--- config.mk ---
export PLATFORM = sky130hd
export DESIGN_NAME = jk_excitation_driver
export DESIGN_NICKNAME = d
export VERILOG_FILES = /design/src/rtl/jk_excitation_driver.sv
export SDC_FILE = /design/constraint.sdc
export NUM_CORES = 1
export LEC_CHECK = 0
export CAP_MARGIN = 20
export CORE_MARGIN = 2
export CORE_UTILIZATION = 25
export CTS_CLUSTER_SIZE = 14
export DETAILED_ROUTE_END_ITERATION = 12
export GPL_ROUTABILITY_DRIVEN = 0
export PLACE_DENSITY = 0.42
export SLEW_MARGIN = 20
export SYNTH_ARGS = -nofsm -noshare
export SYNTH_HDL_FRONTEND = slang
export SYNTH_SLANG_ARGS = --single-unit
--- constraint.sdc ---
create_clock -name clk -period 4.2 [get_ports clk]
set_input_delay 0.84 -clock clk [delete_from_list [all_inputs] [get_ports clk]]
set_output_delay 0.84 -clock clk [all_outputs]
set_load 0.05 [all_outputs]
--- src/rtl/jk_excitation_driver.sv ---
// Converts a stream of desired Q bits into registered J/K drives for an external
// JK flop, then checks the flop's fed-back Q one cycle after each drive.
module jk_excitation_driver #(
  parameter int DEPTH   = 4,
  parameter bit DC_FILL = 1'b0,
  parameter int CW      = 8
) (
  input  logic          clk,
  input  logic          reset,
  input  logic          tgt_valid,
  input  logic          tgt_bit,
  output logic          tgt_ready,
  input  logic          q_fb,
  output logic          J,
  output logic          K,
  output logic          drive_valid,
  output logic          q_model,
  output logic          err,
  output logic [CW-1:0] err_count,
  output logic          busy
);

  localparam int AW = (DEPTH > 1) ? $clog2(DEPTH) : 1;

  typedef enum logic [1:0] {IDLE, DRIVE, CHECK} state_t;

  state_t        state;
  logic          mem [DEPTH];
  logic [AW-1:0] wr_ptr;
  logic [AW-1:0] rd_ptr;
  logic [AW:0]   count;

  logic push;
  logic pop;
  logic head;
  logic q_cur;
  logic mismatch;
  logic j_next;
  logic k_next;

  assign tgt_ready = (count != (AW+1)'(DEPTH));
  assign push      = tgt_valid && tgt_ready;
  assign pop       = ((state == IDLE) || (state == CHECK)) && (count != '0);
  assign head      = mem[rd_ptr];
  assign busy      = (count != '0) || (state != IDLE);
  assign mismatch  = (state == CHECK) && (q_fb != q_model);

  // A pop straight out of CHECK must excite from the flop's real state, so the
  // fed-back Q stands in for the model there (it equals the model unless resyncing).
  assign q_cur  = (state == CHECK) ? q_fb : q_model;
  assign j_next = q_cur ? DC_FILL : head;
  assign k_next = q_cur ? ~head   : DC_FILL;

  // NOTE: FIFO storage carries no reset; the pointers and count define which
  // entries are valid, so flushing them is enough and the array stays plain RAM.
  always_ff @(posedge clk) begin
    if (push) mem[wr_ptr] <= tgt_bit;
  end

  // NOTE: every register here uses <= so all of them see the same pre-edge
  // values; the later q_model assignment on a pop intentionally wins a resync.
  always_ff @(posedge clk) begin
    if (reset) begin
      state       <= IDLE;
      wr_ptr      <= '0;
      rd_ptr      <= '0;
      count       <= '0;
      J           <= 1'b0;
      K           <= 1'b0;
      drive_valid <= 1'b0;
      q_model     <= 1'b0;
      err         <= 1'b0;
      err_count   <= '0;
    end else begin
      if (push) wr_ptr <= wr_ptr + 1'b1;
      if (pop)  rd_ptr <= rd_ptr + 1'b1;
      case ({push, pop})
        2'b10:   count <= count + 1'b1;
        2'b01:   count <= count - 1'b1;
        default: count <= count;
      endcase

      err <= mismatch;
      if (mismatch && (err_count != '1)) err_count <= err_count + 1'b1;

      J           <= 1'b0;
      K           <= 1'b0;
      drive_valid <= 1'b0;

      case (state)
        IDLE, CHECK: begin
          if (mismatch) q_model <= q_fb;
          if (pop) begin
            state       <= DRIVE;
            J           <= j_next;
            K           <= k_next;
            drive_valid <= 1'b1;
            q_model     <= head;
          end else begin
            state <= IDLE;
          end
        end
        DRIVE:   state <= CHECK;
        default: state <= IDLE;
      endcase
    end
  end

endmodule

==> run summary <==
========================================================================================================
Type of the most critical hold path                                                           reg -> reg
Antenna-violating nets left                                                                            0
Critical Path Fanout Max                                                                               6
Count of cells resized by post-cts repair                                                              0
Number of library cell types mapped by synthesis                                                      38
Number of hold buffers added after cts                                                                 0
Wire length on met3                                                                               106 um
Fin Clk Skew                                                                                    5.878 ps
FF+latch area                                                                                 600.6 um^2
Final #Nets                                                                                          159
Number of levels in the clock H-tree                                                                   1
Clk buf depth                                                                                          2
Startpoint of the lowest-slack hold path                                                        state[1]
Mean Syn Cell Area                                                                            10.29 um^2
Mapped cell area                                                                               1286 um^2
Post-CTS Setup Bufs                                                                                    0
Total die area                                                                                 5735 um^2
Critical Path Source Type                                                                      flip-flop
Ys flop type                                                                                     dfxtp_1
Overall fraction of global-route tracks in use                                                    9.438%
Number of buffers inserted by port buffering                                                          19
Initial antenna violation count                                                                        0
Horizontal extent of the die                                                                    75.73 um
Transition at the pin with the smallest max-transition slack                                    967.1 ps
Required time at the worst-slack endpoint                                                        3360 ps
Peak Freq                                                                                     0.3760 GHz
Total non-filler cell area in the finished layout                                              1602 um^2
Part of the cycle the worst path needs                                                            63.32%
Number of clock sinks                                                                                 28
Reg-to-Reg End                                                                                  count[2]
Detailed-route via count                                                                             950
Minimum clock period after layout                                                                2659 ps
Hold Vio Cnt, Final                                                                                    0
Fin Hold WS                                                                                     487.1 ps
Total length of routed met2 wires                                                               1.219 mm
DR top layer                                                                                        met4
Synth area leader                                                                                dfxtp_1
Final core occ                                                                                    31.76%
Synth warn                                                                                             0
Status                                                                                         completed
Total clock buffers created by CTS                                                                     3
Crit end category                                                                           primary output
Via-to-Cell Ratio                                                                                  4.398
Arrival time of the worst setup path                                                             1820 ps
Wire length after detailed routing                                                              2.468 mm
Total half-perimeter wirelength after legalization and detailed placement                       1.827 mm
Share of post-route cells with drive strength above 1                                             11.64%
Residual DRC                                                                                           0
Max-cap violations                                                                                     0
Worst setup path startpoint                                                                     count[2]
Setup slack of the worst register-to-register path                                               1830 ps
Count of pins over their slew limit                                                                    0
Share of the synthesized area in the top cell type                                                37.35%
Multi-input combinational cell area                                                           651.9 um^2
Post-placement cell count                                                                            212
Num rows                                                                                              26
Pin count of the biggest net entering global routing                                                  25
Largest cells by area after synthesis                                                       dfxtp_1 37%, edfxtp_1 9.3%, ha_1 5.8%
Maximum vdd drop                                                                                301.4 uV
Startpoint-to-endpoint class of the critical path                                             reg -> out
Setup Viol. Count Final                                                                                0
Setup_tns                                                                                           0 ps
First DRT Iteration DRCs                                                                              33
Final Instance Count excl. Fillers                                                                   216
Total power of the final layout                                                                0.8558 mW
Placeable core region                                                                          5042 um^2
Global-route wire length before repair                                                          4.153 mm
Sequential area share after synthesis                                                             46.69%
Post-CTS clock slew at the launch and capture registers of the worst setup and hold paths          90 ps
Post-synth net total                                                                                 137
Leakage power                                                                                  0.5840 nW
Relative slew slack                                                                               35.33%
Initial core utilization                                                                          25.51%
Height of the chip                                                                              75.73 um
Commonest non-fill, non-tap cells in the layout                                             24 x dfxtp_1, 19 x clkdlybuf4s50_1, 12 x nor2_1, 8 x nand2_1
Leading cell type in the layout, fill and taps excluded                                          dfxtp_1
Clock root buffer                                                                               clkbuf_8
Met1 WL                                                                                         1.115 mm
Area of placed instances                                                                       1556 um^2
Ant diodes                                                                                             0
Slack of the critical path                                                                       1541 ps
Clock latency of the later-clocked register in the worst-skew pair                                270 ps
Filler cell count                                                                                    531
Number of top-level pins                                                                              20
Number of synthesized flops with an enable pin                                                         4
Worst Setup Slack post-DPL                                                                       1366 ps
Post-synthesis register bit count                                                                     28
Worst setup path end                                                                           tgt_ready
Worst hold stages                                                                                      1
FF-to-FF Start                                                                                  count[2]
Number of detailed-routing iterations run before antenna repair                                        4
Cell count after synthesis                                                                           125
Average detailed-routed wire length per instance                                                11.43 um
CTS tree                                                                                            done
Overflow after GRT                                                                                     0
Vias in the first global route                                                                       972
RSZ-0062 raised after global routing                                                                  no
FFs w/ async S/R, synth                                                                               0%
Pwr Density                                                                                 534.3 nW/um^2
Area added between synthesis and finish                                                           24.51%
Worst Reg2Reg Path Length in Cells                                                                     9
========================================================================================================
-- worst min path at each step --
stage	end	slack (ps)
final	state[1]	490
after floorplan	state[1]	440
after global routing	state[1]	540
after detailed placement	state[1]	480
after global placement	state[1]	470
after CTS	state[1]	490
-- layer usage --
metal	GRT usage (%)	vias up
met3	2.910	4
met5	0	-
met4	2.339	0
li1	-	473
met1	10.87	454
met2	17.00	19
-- worst max-delay path, cell delays in order, from the launching register on --
cell	delay (ps)
dfxtp_1	390
or3b_4	440
clkdlybuf4s50_1	720
-- registers in the layout, summed over array words and instances, names as in the netlist, named ones only --
signal	cells
err	1
drive_valid	1
wr_ptr	2
J	1
err_count	8
K	1
q_model	1
mem	4
state	2
rd_ptr	2
count	3
-- synthesized netlist by cell type, drive strengths merged (3+ instances only) --
master  instances
and2            3
a31oi           4
ha              6
edfxtp          4
and3            6
inv             7
dfxtp          24
a21oi           6
nand2b          3
xnor2           4
nand2           8
xor2            3
nor3            8
nor2           12
nor3b           3
-- cell type report --
cell class | count | area share [%]
multi-input cells | 88 | 40.70
flip-flops and latches | 28 | 37.50
repair buffers | 19 | 11.87
well taps | 70 | 5.469
clock buffers | 3 | 2.578
inverters | 7 | 1.641
clock inverters | 1 | 0.2344
-- power breakdown --
part           switching, mW  internal (mW)  leakage [nW]  total (mW)
Sequential            0.0414          0.323         0.232       0.364
Combinational          0.205          0.136         0.329       0.341
Clock                 0.0847         0.0657        0.0231       0.150
-- kinds of logic after synthesis --
group | synth area share [%]
compound gates | 6.614
xor+xnor | 4.767
fa+ha+maj | 7.393
buf+inv | 2.626
flops | 46.69
mux | 5.642
simple gates | 26.27
(Power assumes the default switching activity.)
